==> src/rtl/sr04_pkg.sv <==
// Shared constants for the HC-SR04 echo emulator: cm-to-us scale, range
// defaults, FSM state codes and the jitter LFSR step.
package sr04_pkg;

    localparam int unsigned US_PER_CM  = 58;
    localparam int unsigned MIN_CM_DEF = 2;
    localparam int unsigned MAX_CM_DEF = 400;

    localparam int unsigned CM_W   = 10;
    localparam int unsigned CNT_W  = 16;
    localparam int unsigned SUB_W  = 6;
    localparam int unsigned JIT_W  = 3;
    localparam int unsigned LFSR_W = 8;

    localparam logic [2:0] ST_IDLE    = 3'd0;
    localparam logic [2:0] ST_TRIG_HI = 3'd1;
    localparam logic [2:0] ST_BURST   = 3'd2;
    localparam logic [2:0] ST_ECHO    = 3'd3;
    localparam logic [2:0] ST_HOLDOFF = 3'd4;

    typedef enum logic [2:0] {
        S_IDLE    = ST_IDLE,
        S_TRIG_HI = ST_TRIG_HI,
        S_BURST   = ST_BURST,
        S_ECHO    = ST_ECHO,
        S_HOLDOFF = ST_HOLDOFF
    } state_e;

    localparam logic [LFSR_W-1:0] LFSR_SEED = 8'hA5;
    localparam logic [LFSR_W-1:0] LFSR_MASK = 8'hB8;

    // Right-shifting Galois form of x^8+x^6+x^5+x^4+1
    function automatic logic [LFSR_W-1:0] lfsr_next(input logic [LFSR_W-1:0] s);
        return {1'b0, s[LFSR_W-1:1]} ^ (s[0] ? LFSR_MASK : '0);
    endfunction

endpackage

==> src/rtl/sr04_cm_pulse_timer.sv <==
// Counts cm x US_PER_CM ticks (plus a small tail) without a multiplier;
// o_done_c strobes on the final tick.
module sr04_cm_pulse_timer
    import sr04_pkg::*;
(
    input  logic             i_clk,
    input  logic             i_rst,
    input  logic             i_tick,
    input  logic             i_start,
    input  logic [CM_W-1:0]  i_cm,
    input  logic [JIT_W-1:0] i_extra,
    output logic             o_done_c
);

    logic             r_run;
    logic [SUB_W-1:0] r_sub;
    logic [CM_W-1:0]  r_cm;
    logic [JIT_W-1:0] r_extra;
    logic             w_cm_wrap;
    logic             w_last_cm;
    logic             w_last_extra;

    assign w_cm_wrap    = r_run & i_tick & (r_cm != '0) & (r_sub == SUB_W'(US_PER_CM - 1));
    assign w_last_cm    = w_cm_wrap & (r_cm == CM_W'(1));
    assign w_last_extra = r_run & i_tick & (r_cm == '0) & (r_extra == JIT_W'(1));
    assign o_done_c     = (w_last_cm & (r_extra == '0)) | w_last_extra;

    // cm loop of 0..57 sub-counts, then the optional extra ticks
    always_ff @(posedge i_clk or posedge i_rst) begin
        if (i_rst) begin
            r_run   <= 1'b0;
            r_sub   <= '0;
            r_cm    <= '0;
            r_extra <= '0;
        end else if (i_start) begin
            r_run   <= 1'b1;
            r_sub   <= '0;
            r_cm    <= i_cm;
            r_extra <= i_extra;
        end else if (o_done_c) begin
            r_run <= 1'b0;
        end else if (r_run && i_tick) begin
            if (r_cm != '0) begin
                if (w_cm_wrap) begin
                    r_sub <= '0;
                    r_cm  <= r_cm - CM_W'(1);
                end else begin
                    r_sub <= r_sub + SUB_W'(1);
                end
            end else begin
                r_extra <= r_extra - JIT_W'(1);
            end
        end
    end

endmodule

==> src/rtl/sr04_echo_emulator.sv <==
// HC-SR04 sensor-side responder: trigger check, burst delay, echo of
// distance x 58 us, holdoff. SR04_EMU_JITTER_EN adds 0..7 us LFSR jitter.
module sr04_echo_emulator
    import sr04_pkg::*;
#(
    parameter int unsigned TRIG_MIN_US   = 10,
    parameter int unsigned TRIG_MAX_US   = 1000,
    parameter int unsigned ECHO_DELAY_US = 250,
    parameter int unsigned MIN_CM        = MIN_CM_DEF,
    parameter int unsigned MAX_CM        = MAX_CM_DEF,
    parameter int unsigned NO_ECHO_US    = 38000,
    parameter int unsigned HOLDOFF_US    = 10000
) (
    input  logic             iClk,
    input  logic             iRst,
    input  logic             iTickUs,
    input  logic             iTrig,
    input  logic [CM_W-1:0]  iDistanceCm,
    input  logic             iObjectPresent,
    output logic             oEcho,
    output logic             oBusy,
    output logic             oTrigErr,
    output logic [CNT_W-1:0] oMeasCnt
);

    logic             r_trig_meta, r_trig_sync, r_trig_prev;
    logic             w_rise, w_fall;
    state_e           r_state, w_state_nxt;
    logic [CNT_W-1:0] r_cnt, w_cnt_nxt, w_cnt_inc;
    logic             r_echo, w_echo_nxt;
    logic             r_busy, w_busy_nxt;
    logic             r_trig_err, w_trig_err_nxt;
    logic [CNT_W-1:0] r_meas_cnt, w_meas_cnt_nxt;
    logic [CM_W-1:0]  r_dist_cm, w_dist_cm_nxt;
    logic             r_no_obj, w_no_obj_nxt;
    logic             w_timer_start, w_timer_done;
    logic [JIT_W-1:0] w_extra;

    always_ff @(posedge iClk or posedge iRst) begin
        if (iRst) begin
            r_trig_meta <= 1'b0;
            r_trig_sync <= 1'b0;
            r_trig_prev <= 1'b0;
        end else begin
            r_trig_meta <= iTrig;
            r_trig_sync <= r_trig_meta;
            r_trig_prev <= r_trig_sync;
        end
    end

    assign w_rise    = r_trig_sync & ~r_trig_prev;
    assign w_fall    = ~r_trig_sync & r_trig_prev;
    assign w_cnt_inc = r_cnt + CNT_W'(1);

`ifdef SR04_EMU_JITTER_EN
    logic [LFSR_W-1:0] r_lfsr;

    // Advances exactly when busy rises, i.e. once per accepted trigger
    always_ff @(posedge iClk or posedge iRst) begin
        if (iRst)
            r_lfsr <= LFSR_SEED;
        else if (w_busy_nxt && !r_busy)
            r_lfsr <= lfsr_next(r_lfsr);
    end

    assign w_extra = r_lfsr[JIT_W-1:0];
`else
    assign w_extra = '0;
`endif

    sr04_cm_pulse_timer u_cm_timer (
        .i_clk    (iClk),
        .i_rst    (iRst),
        .i_tick   (iTickUs),
        .i_start  (w_timer_start),
        .i_cm     (r_dist_cm),
        .i_extra  (w_extra),
        .o_done_c (w_timer_done)
    );

    always_ff @(posedge iClk or posedge iRst) begin
        if (iRst) begin
            r_state    <= S_IDLE;
            r_cnt      <= '0;
            r_echo     <= 1'b0;
            r_busy     <= 1'b0;
            r_trig_err <= 1'b0;
            r_meas_cnt <= '0;
            r_dist_cm  <= '0;
            r_no_obj   <= 1'b0;
        end else begin
            r_state    <= w_state_nxt;
            r_cnt      <= w_cnt_nxt;
            r_echo     <= w_echo_nxt;
            r_busy     <= w_busy_nxt;
            r_trig_err <= w_trig_err_nxt;
            r_meas_cnt <= w_meas_cnt_nxt;
            r_dist_cm  <= w_dist_cm_nxt;
            r_no_obj   <= w_no_obj_nxt;
        end
    end

    // A tick landing on the entry edge of TRIG_HI/BURST seeds the new count
    always_comb begin
        w_state_nxt    = r_state;
        w_cnt_nxt      = r_cnt;
        w_echo_nxt     = r_echo;
        w_busy_nxt     = r_busy;
        w_trig_err_nxt = 1'b0;
        w_meas_cnt_nxt = r_meas_cnt;
        w_dist_cm_nxt  = r_dist_cm;
        w_no_obj_nxt   = r_no_obj;
        w_timer_start  = 1'b0;
        unique case (r_state)
            S_IDLE: begin
                if (w_rise) begin
                    w_state_nxt = S_TRIG_HI;
                    w_cnt_nxt   = CNT_W'(iTickUs);
                end
            end
            S_TRIG_HI: begin
                if (w_fall) begin
                    if (r_cnt >= CNT_W'(TRIG_MIN_US)) begin
                        w_state_nxt    = S_BURST;
                        w_cnt_nxt      = CNT_W'(iTickUs);
                        w_busy_nxt     = 1'b1;
                        w_meas_cnt_nxt = r_meas_cnt + CNT_W'(1);
                        w_no_obj_nxt   = ~iObjectPresent | (iDistanceCm > CM_W'(MAX_CM));
                        w_dist_cm_nxt  = (iDistanceCm < CM_W'(MIN_CM)) ? CM_W'(MIN_CM) : iDistanceCm;
                    end else begin
                        w_state_nxt    = S_IDLE;
                        w_trig_err_nxt = 1'b1;
                    end
                end else if (iTickUs) begin
                    if (w_cnt_inc > CNT_W'(TRIG_MAX_US)) begin
                        w_state_nxt    = S_IDLE;
                        w_trig_err_nxt = 1'b1;
                    end else begin
                        w_cnt_nxt = w_cnt_inc;
                    end
                end
            end
            S_BURST: begin
                if (iTickUs) begin
                    if (w_cnt_inc >= CNT_W'(ECHO_DELAY_US)) begin
                        w_state_nxt   = S_ECHO;
                        w_echo_nxt    = 1'b1;
                        w_cnt_nxt     = '0;
                        w_timer_start = ~r_no_obj;
                    end else begin
                        w_cnt_nxt = w_cnt_inc;
                    end
                end
            end
            S_ECHO: begin
                if (r_no_obj ? (iTickUs && (w_cnt_inc >= CNT_W'(NO_ECHO_US))) : w_timer_done) begin
                    w_state_nxt = S_HOLDOFF;
                    w_echo_nxt  = 1'b0;
                    w_cnt_nxt   = '0;
                end else if (r_no_obj && iTickUs) begin
                    w_cnt_nxt = w_cnt_inc;
                end
            end
            S_HOLDOFF: begin
                if (iTickUs) begin
                    if (w_cnt_inc >= CNT_W'(HOLDOFF_US)) begin
                        w_state_nxt = S_IDLE;
                        w_busy_nxt  = 1'b0;
                        w_cnt_nxt   = '0;
                    end else begin
                        w_cnt_nxt = w_cnt_inc;
                    end
                end
            end
            default: w_state_nxt = S_IDLE;
        endcase
    end

    assign oEcho    = r_echo;
    assign oBusy    = r_busy;
    assign oTrigErr = r_trig_err;
    assign oMeasCnt = r_meas_cnt;

endmodule

==> config.mk <==
export PLATFORM = sky130hd
export DESIGN_NAME = sr04_echo_emulator
export DESIGN_NICKNAME = d
export VERILOG_FILES = /design/src/rtl/sr04_pkg.sv /design/src/rtl/sr04_cm_pulse_timer.sv /design/src/rtl/sr04_echo_emulator.sv
export SDC_FILE = /design/constraint.sdc
export NUM_CORES = 1
export LEC_CHECK = 0
export CAP_MARGIN = 20
export CORE_AREA = 2 2 87 89
export DETAILED_ROUTE_END_ITERATION = 10
export DIE_AREA = 0 0 89 91
export GPL_ROUTABILITY_DRIVEN = 0
export GPL_TIMING_DRIVEN = 0
export PLACE_DENSITY = 0.84
export SYNTH_ARGS = -nofsm -noshare
export SYNTH_HDL_FRONTEND = slang
export SYNTH_SLANG_ARGS = --single-unit
==> constraint.sdc <==
create_clock -name iClk -period 5.5 [get_ports iClk]
set_input_delay 1.65 -clock iClk [delete_from_list [all_inputs] [get_ports iClk]]
set_output_delay 1.65 -clock iClk [all_outputs]
set_load 0.005 [all_outputs]
==> Word-level counts from Yosys, hierarchy flattened <==
Cells that the tools add are included.
{ "word_totals": {"regBits": 72, "inputBits": 15, "output_inout_bits": 19} }
{ "op_classes": {"add_sub_neg": 5, "order_cmp": 7, "eq_ne": 22, "n_mux": 58, "bitwise_logic": 15, "reduce_logical": 22} }
{ "op_table": {"columns": ["cell", "count"], "rows": [
  ["16-bit 2-to-1 mux", 11],
  ["16-bit one-hot mux with 5 select lines", 1],
  ["10-bit 2-to-1 mux", 6],
  ["3-bit 2-to-1 mux", 13],
  ["16-bit by 1-bit adder with 16-bit output (second input constant)", 2],
  ["6-bit 2-to-1 mux", 5],
  ["1-bit 2-to-1 mux", 18],
  ["16-bit by 14-bit >= comparator with 1-bit output (second input constant)", 1],
  ["16-bit >= comparator (second input constant)", 1],
  ["16-bit by 4-bit >= comparator with 1-bit output (second input constant)", 1],
  ["16-bit by 8-bit >= comparator with 1-bit output (second input constant)", 1],
  ["16-bit by 10-bit > comparator with 1-bit output (second input constant)", 1],
  ["2-bit != test (second input constant)", 8],
  ["8-bit AND reduction", 2],
  ["3-bit != test (second input constant)", 5],
  ["3-bit one-hot mux with 5 select lines", 1],
  ["2-bit nonzero test", 6],
  ["10-bit by 1-bit == test with 1-bit output (second input constant)", 1],
  ["10-bit by 9-bit > comparator with 1-bit output (second input constant)", 1],
  ["10-bit logical NOT", 1],
  ["10-bit by 2-bit < comparator with 1-bit output (second input constant)", 1],
  ["10-bit nonzero test", 1],
  ["10-bit by 1-bit subtractor with 10-bit output (second input constant)", 1],
  ["1-bit AND", 9],
  ["other kinds (17)", 31]
]} }

==> Depth between registers and ports, before layout <==
Gate-level depths: netlist of run 1.
{ "logic_depth": {"ltp_word": 9, "depth_mapped": 13, "mapped_depth_nobuf": 11} }

==> Modules after synthesis <==
A second synthesis of run 1 with hierarchy kept.
{ "hier_totals": {"cells_unflattened": 517, "area_unflattened_um2": 4590.7} }
{ "by_module_without_submodules": {"columns": ["mod", "instances", "cells_each", "area_per_inst_um2", "seq_area_each_um2"], "rows": [
  ["sr04_echo_emulator", 1, 377, 3348.2, 1301.2],
  ["sr04_cm_pulse_timer", 1, 140, 1242.4, 500.5]
]} }

==> Least setup slack after synthesis of run 1 <==
No wires, ideal clock.
{ "synth_timing": {"path_type": "input-to-reg", "startpoint": "in iTickUs", "endpoint": "reg u_cm_timer.r_cm[7]", "arrival_time_ps": 3279, "required_ps": 5417, "path_slack_ps": 2138, "path_stages": 8, "path_buffers": 0, "path_cell_list": "nand2_1 -> a31oi_1 -> o311ai_1 -> nor3_1 -> nand2_1 -> or4_1 -> xor2_1 -> o21ai_0"} }
{ "synth_via": {"elab_chain_len": 8, "elab_cells_between_ends": 17} }
{ "synth_rtl": {"columns": ["item", "line_no", "source"], "rows": [
  ["start, declared", "sr04_echo_emulator.sv:16", "input logic iTickUs,"],
  ["1-bit AND", "sr04_cm_pulse_timer.sv:23, sr04_cm_pulse_timer.sv:25", null],
  ["1-bit AND (2 in series)", "sr04_cm_pulse_timer.sv:23", "assign w_cm_wrap = r_run & i_tick & (r_cm != '0) & (r_sub == SUB_W'(US_PER_CM - 1));"],
  ["1-bit AND", "sr04_cm_pulse_timer.sv:24", "assign w_last_cm = w_cm_wrap & (r_cm == CM_W'(1));"],
  ["1-bit AND", "sr04_cm_pulse_timer.sv:26", "assign o_done_c = (w_last_cm & (r_extra == '0)) | w_last_extra;"],
  ["1-bit bitwise OR", "sr04_cm_pulse_timer.sv:26", null],
  ["2-bit by 1-bit != test with 1-bit output (no source line)", null, null],
  ["4-bit AND reduction (no source line)", null, null],
  ["end signal, assigned", "sr04_cm_pulse_timer.sv:38", "r_cm <= i_cm;"],
  ["end signal, assigned", "sr04_cm_pulse_timer.sv:46", "r_cm <= r_cm - CM_W'(1);"],
  ["end, declared", "sr04_cm_pulse_timer.sv:17", "logic [CM_W-1:0] r_cm;"]
]} }
Parallel ways exist; a longest one is shown, timed or not.
A chain may end at the register's enable or synchronous reset.

==> Worst setup path after layout of run 1 <==
{ "layout_timing": {"startpoint": "in iTickUs", "endpoint": "reg r_cnt[7]"} }
{ "layout_via": {"elab_chain_len": 9, "elab_cells_between_ends": 18} }
{ "layout_rtl": {"columns": ["item", "line_no", "source"], "rows": [
  ["1-bit AND", "sr04_cm_pulse_timer.sv:23, sr04_cm_pulse_timer.sv:25", null],
  ["1-bit AND (2 in series)", "sr04_cm_pulse_timer.sv:23", null],
  ["1-bit AND", "sr04_cm_pulse_timer.sv:24", null],
  ["1-bit AND", "sr04_cm_pulse_timer.sv:26", null],
  ["1-bit bitwise OR", "sr04_cm_pulse_timer.sv:26", null],
  ["1-bit 2-to-1 mux", "sr04_echo_emulator.sv:156", "if (r_no_obj ? (iTickUs && (w_cnt_inc >= CNT_W'(NO_ECHO_US))) : w_timer_done) begin"],
  ["3-bit != test (no source line) / 16-bit 2-to-1 mux (equally long branches)", null, null],
  ["8-bit AND reduction (no source line) / 16-bit one-hot mux with 5 select lines (equally long branches)", null, null],
  ["end signal, assigned", "sr04_echo_emulator.sv:93", "r_cnt <= w_cnt_nxt;"],
  ["end, declared", "sr04_echo_emulator.sv:29", "logic [CNT_W-1:0] r_cnt, w_cnt_nxt, w_cnt_inc;"]
]} }
Parallel ways exist; a longest one is shown, timed or not.

==> summary.md, run 1 <==
| Metric | Value |
|---|---|
| Hold Path Origin | r_trig_meta |
| Port bufs | 33 |
| Achievable Freq | 238 MHz |
| Post-DR vias/cell | 6.13 |
| Total power | 1.67 mW |
| Leakage | 2.17 nW |
| Antenna violations before repair | 0 |
| Routed wire per std cell | 15.7 um |
| Detailed Routing Iterations Pass 1 | 5 |
| Die footprint | 8100 sq um |
| Clock Tree Buf Depth | 2 |
| Placed cell area | 4920 sq um |
| Asr flop ratio synth | 100% |
| Critical Path Start | iTickUs |
| Synth warnings | 0 |
| Pwr dens | 325 nW/um^2 |
| Critical path type | in -> reg |
| DR iter-0 viols | 383 |
| Worst-path maximum fanout | 10 |
| Seq/Total Area, Yosys | 40.4% |
| Setup TNS | 0 ps |
| Ant. Diodes | 0 |
| Hold Path Class | reg -> reg |
| Final design area excluding fillers | 5130 sq um |
| CTS root buf | clkbuf_8 |
| Yosys reg bits | 72 |
| CTS tree | built |
| Syn avg cell area | 8.85 sq um |
| Core footprint | 7140 sq um |
| Vias | 3998 |
| Routed Antenna Nets | 0 |
| Cell Area, Synth | 4460 sq um |
| Row count | 31 |
| CTS clock-pin slew for the worst setup and hold paths | 80 ps |
| Max H-tree Level | 3 |
| Sequential power share | 39.8% |
| Synth cell types | 70 |
| Max-Slew Margin vs Limit | 43.2% |
| Chip Width | 89 um |
| Worst-skew pair later-pin latency | 350 ps |
| GRT overflow | 0 |
| Crit path capture type | register |
| Clock sinks | 72 |
| Final period util | 76.5% |
| DR DRC count | 0 |
| Unrepaired setup endpoints after global routing | no |
| Tot GR Track Use | 27.1% |
| VDD IR-drop max | 0.181 mV |
| Gate power share | 32.2% |
| CTS buffer count | 9 |
| Post-CTS Hold Fix Bufs | 0 |
| Detailed placement HPWL | 7080 um |
| Net switching power | 0.605 mW |
| Mapped Cells | 504 |
| Worst Hold Slack | 371 ps |
| Area grow syn2layout | 15.1% |
| CP startpoint kind | input port |
| Post-CTS Repair Setup Buffers | 0 |
| First-pass GRT wire length | 17700 um |
| Cts repair resizes | 0 |
| Final WL | 10200 um |
| Internal Pwr Total | 1.06 mW |
| Clock power frac | 28.0% |
| Starting Density | 62.5% |
| Fin nets | 573 |
| Max-slew violation count | 0 |
| Max-Cap Viols | 0 |
| Top cell type's share of synthesized area | 40.4% |
| Final setup fails | 0 |
| Measured slew at the worst slew-check pin | 852 ps |
| Synth area leaders | dfrtp_1, nand2_1, xnor2_1 |
| Switching Fraction | 36.3% |
| Reg-to-reg critical path startpoint | r_cnt[1] |
| Final worst path period need | 4210 ps |
| Mapped Nets | 529 |
| Hold depth | 0 |
| Reg2Reg Depth | 11 |
| Biggest area consumer among synthesized cells | dfrtp_1 |
| DIE HEIGHT | 91 um |
| Layout fillers | 531 |
| Vias in the first global route | 3770 |
| Primary FF master, synth | dfrtp_1 |
| Share of cells above drive strength 1 | 8.68% |
| Post-synth EDFFs | 0 |
| Outcome | finished clean |
| CP arrival | 4450 ps |
| Worst Skew | 8.53 ps |
| Final hold viol count | 0 |
| Critical Path RT | 5740 ps |
| Largest net degree at the start of global routing | 73 |
| I/O Pins | 34 |
synth_stat cells (4+ instances only):
cell type	count
nand3b_1	4
and3_1	11
nand2b_1	5
nand3_1	9
nor2b_1	7
a31oi_1	8
nor2_1	36
nor3_1	17
xor2_1	10
a22o_1	13
a21oi_1	16
o21ai_0	33
inv_1	20
nand2_1	81
buf_2	6
nor4_1	10
dfrtp_1	72
ha_1	10
buf_4	5
clkbuf_1	15
o41ai_1	4
xnor2_1	24
a211oi_1	7
nand4_1	8
layout by cell type, fill, tap and decap left out, types with 6 or more instances in the layout:
cell type and instances:
and3_1 11, buf_2 6, dfrtp_1 72, xnor2_1 24
a211oi_1 7, nor4_1 10, ha_1 10, nor3_1 17
clkbuf_1 16, a22o_1 13, nand4_1 8, clkdlybuf4s50_1 33
a21oi_1 16, clkbuf_8 9, a31oi_1 8, xor2_1 10
o21ai_0 33, nand2_1 81, nand3_1 9, nor2b_1 7
inv_1 19, nor2_1 36
metal layers:
layer | global-route usage, % | vias up | wire length [um]
met3 | 4.73 | 24 | 656
met2 | 42.4 | 168 | 5000
li1 | - | 1894 | -
met5 | 0 | - | 0
met4 | 7.46 | 0 | 160
met1 | 38.7 | 1912 | 4420
state kept, by name (all words and copies together) (netlist names), 3 cells and up:
register and flops:
oMeasCnt 16, r_cnt 16, r_dist_cm 10, r_state 3, u_cm_timer.r_cm 10, u_cm_timer.r_extra 3
u_cm_timer.r_sub 6
worst paths after layout:
kind                           endpoint  slack (ps)
min                         r_trig_sync         370
max reg2reg                    r_cnt[7]        2180
max in group asynchronous     r_cnt[12]        3120
min in group asynchronous  r_dist_cm[7]        1820
max                            r_cnt[7]        1290
min reg2reg                 r_trig_sync         370
critical path, stage by stage:
cell and delay (ps):
clkdlybuf4s50_1 580, clkbuf_1 410, a21oi_1 120, a2111oi_0 440
a21oi_1 100, a31oi_1 210, and2_1 340, buf_2 290
o21ai_0 130, a22o_1 200
final cells by class:
class / count / area [sq um] / share of cell area (%)
tap: 99 / 124 / 2.41
sequential: 72 / 1800 / 35.1
clock buffer: 10 / 128 / 2.49
timing repair buffer: 33 / 330 / 6.43
clock inverter: 6 / 90.1 / 1.75
buffer: 31 / 159 / 3.10
inverter: 20 / 77.6 / 1.51
multi-input combinational: 381 / 2420 / 47.2
power groups by stage:
stage	sequential, mW	combinational [mW]	clock [mW]
floorplan	0.655	0.395	0
global placement	0.668	0.504	0
detailed placement	0.673	0.525	0
CTS	0.664	0.529	0.470
global route	0.675	0.591	0.498
finish	0.665	0.537	0.467
kinds of logic after synthesis:
kind of cell | Yosys count | synth area share [%]
AOI/OAI and AO/OA | 123 | 19.9
xor gates and xnor gates | 34 | 6.68
adders and majority gates | 10 | 2.81
buffers and inverters | 51 | 5.25
DFF | 72 | 40.4
muxes | 3 | 0.701
and+or+nand+nor | 211 | 24.3
through the flow:
| stage | utilization, % | std cells | setup slack (ps) |
|---|---|---|---|
| after floorplan | - | 504 | 2030 |
| after global placement | 68.8 | 636 | 881 |
| after detailed placement | 68.9 | 636 | 1100 |
| after CTS | 71.9 | 652 | 1440 |
| after global routing | 71.9 | 652 | 1160 |
| final | 71.9 | 652 | 1290 |
(Power assumes the default switching activity.)
==> run 2: changes to the inputs <==
- CORE_AREA: 2 2 87 89 -> 2 2 90 92
- DIE_AREA: 0 0 89 91 -> 0 0 92 94
- PLACE_DENSITY: 0.84 -> 0.8
- clock period: 5.5 -> 4 ns (I/O delays scaled with it)
==> summary.md, run 2 (synthesis gave the netlist of run 1 again) <==
| Metric | Value |
|---|---|
| Unrepaired setup endpoints after global routing | no |
| Measured slew at the worst slew-check pin | 889 ps (+37.1 ps) |
| First-pass GRT wire length | 17500 um (-1.1%) |
| Chip Width | 92 um (+3.4%) |
| Achievable Freq | 273 MHz |
| Row count | 32 (+3.2%) |
| Leakage | 2.17 nW (unchanged) |
| Reg-to-reg critical path startpoint | r_cnt[0] |
| Cts repair resizes | 0 (unchanged) |
| Critical path type | in -> reg |
| Worst setup endpoint | r_cnt[6] |
| Clock sinks | 72 (unchanged) |
| CTS root buf | clkbuf_8 |
| DR iter-0 viols | 371 (-3.1%) |
| Max-Cap Viols | 0 (unchanged) |
| Post-DR vias/cell | 6.01 (-2.0%) |
| CTS tree | built |
| Share of cells above drive strength 1 | 8.68% (unchanged) |
| Outcome | finished clean |
| CTS clock-pin slew for the worst setup and hold paths | 90 ps (about the same) |
| CP arrival | 3910 ps (-540 ps) |
| Vias in the first global route | 3727 (-1.1%) |
| Worst-skew pair later-pin latency | 350 ps (about the same) |
| Crit path capture type | register |
| Reg2Reg Depth | 12 (+1) |
| Final setup fails | 0 (unchanged) |
| Max-Slew Margin vs Limit | 40.8% (-2.5 points) |
| GRT overflow | 0 (unchanged) |
| Die footprint | 8650 sq um (+6.8%) |
| FF-to-FF End | r_cnt[11] |
| CTS buffer count | 9 (unchanged) |
| Fin util | 67.5% (-4.4 points) |
| Pwr dens | 447 nW/um^2 (+37%) |
| Critical Path Start | iTickUs |
| Clock Tree Buf Depth | 2 (unchanged) |
| Total power | 2.30 mW (+38%) |
| Max-slew violation count | 0 (unchanged) |
| R2r setup slk | 680 ps (-1500 ps) |
| Tot GR Track Use | 24.9% (-2.2 points) |
| Detailed Routing Iterations Pass 1 | 5 (unchanged) |
| Critical Path RT | 4250 ps (-1490 ps) |
| Commonest cells after routing, fill and taps aside | nand2_1, dfrtp_1, nor2_1 |
| Ant. Diodes | 0 (unchanged) |
| Worst-path maximum fanout | 10 (unchanged) |
| Hold Path Class | reg -> reg |
| Core footprint | 7610 sq um (+6.6%) |
| Hold Path Origin | r_trig_meta |
| Max H-tree Level | 3 (unchanged) |
| Largest net degree at the start of global routing | 73 (unchanged) |
| Routed wire per std cell | 15.4 um (-1.9%) |
| Worst Skew | 14.4 ps (+5.85 ps) |
| Antenna violations before repair | 0 (unchanged) |
| Final worst path period need | 3660 ps |
| CP startpoint kind | input port |
| Vias | 3938 (-1.5%) |
| Final WL | 10100 um (-1.5%) |
| Starting Density | 58.6% (-3.9 points) |
| VDD IR-drop max | 0.375 mV (+110%) |
| DR DRC count | 0 (unchanged) |
| Post-CTS Repair Setup Buffers | 0 (unchanged) |
| Final period util | 91.5% |
| Commonest non-fill, non-tap cell in the layout | nand2_1 |
| Port bufs | 33 (unchanged) |
| DIE HEIGHT | 94 um (+3.3%) |
| Fin nets | 573 (unchanged) |
| Detailed placement HPWL | 7250 um (+2.3%) |
| Routed Antenna Nets | 0 (unchanged) |
| Final hold viol count | 0 (unchanged) |
| Post-CTS Hold Fix Bufs | 0 (unchanged) |
| Area grow syn2layout | 15.2% (about the same) |
| I/O Pins | 34 (unchanged) |
| Layout fillers | 607 (+14%) |
[run 2: cell counts in the layout (fill, tap and decap cells not counted)]
Identical to the previous run, type by type.
[run 2: area by class of cell]
type                       instances  area [sq um]  area share (%)
buffer                            31           159            3.09
clock buffer                      10           128            2.48
sequential                        72          1800            35.1
inverter                          20          77.6            1.51
clock inverter                     6          90.1            1.75
tap                              102           128            2.48
timing repair buffer              33           330            6.43
multi-input combinational        381          2420            47.2
[run 2: power breakdown]
| part | internal (mW) | switching (mW) | total (mW) |
|---|---|---|---|
| logic | 0.284 | 0.451 | 0.735 |
| registers | 0.823 | 0.0897 | 0.913 |
| clock network | 0.355 | 0.293 | 0.648 |
| total | 1.46 | 0.834 | 2.30 |
[run 2: critical path: stages]
cell,delay [ps]
clkdlybuf4s50_1,590
clkbuf_1,360
a21oi_1,130
a2111oi_0,420
a21oi_1,90
a31oi_1,210
and2_1,300
buf_2,280
o21ai_0,130
a22o_1,190
[run 2: metal layers]
| metal | vias up | track usage [%] | wire length, um |
|---|---|---|---|
| li1 | 1905 | - | - |
| met1 | 1864 | 33.6 | 4550 |
| met2 | 141 | 41.2 | 4820 |
| met3 | 28 | 3.93 | 495 |
| met4 | 0 | 8.33 | 222 |
| met5 | - | 0 | 0 |
[run 2: metrics by stage]
stage | instances | TNS (ps) | hold WS [ps] | setup WS, ps | cell area, sq um
2_1_floorplan | 504 | 0 | 331 | 975 | 4460
3_3_place_gp | 639 | -15740 | 339 | -224 | 4920
3_5_place_dp | 639 | 0 | 336 | 65.2 | 4920
4_1_cts | 655 | 0 | 354 | 439 | 5140
5_1_grt | 655 | 0 | 367 | 112 | 5140
6_report | 655 | 0 | 353 | 339 | 5140
[run 2: how the worst min path moves through the flow]
stage | slack (ps) | cells after the start | end
2_1_floorplan | 330 | 0 | r_trig_sync
3_3_place_gp | 340 | 0 | r_trig_sync
3_5_place_dp | 340 | 0 | r_trig_sync
4_1_cts | 350 | 0 | r_trig_sync
5_1_grt | 370 | 0 | r_trig_sync
6_report | 350 | 0 | r_trig_sync
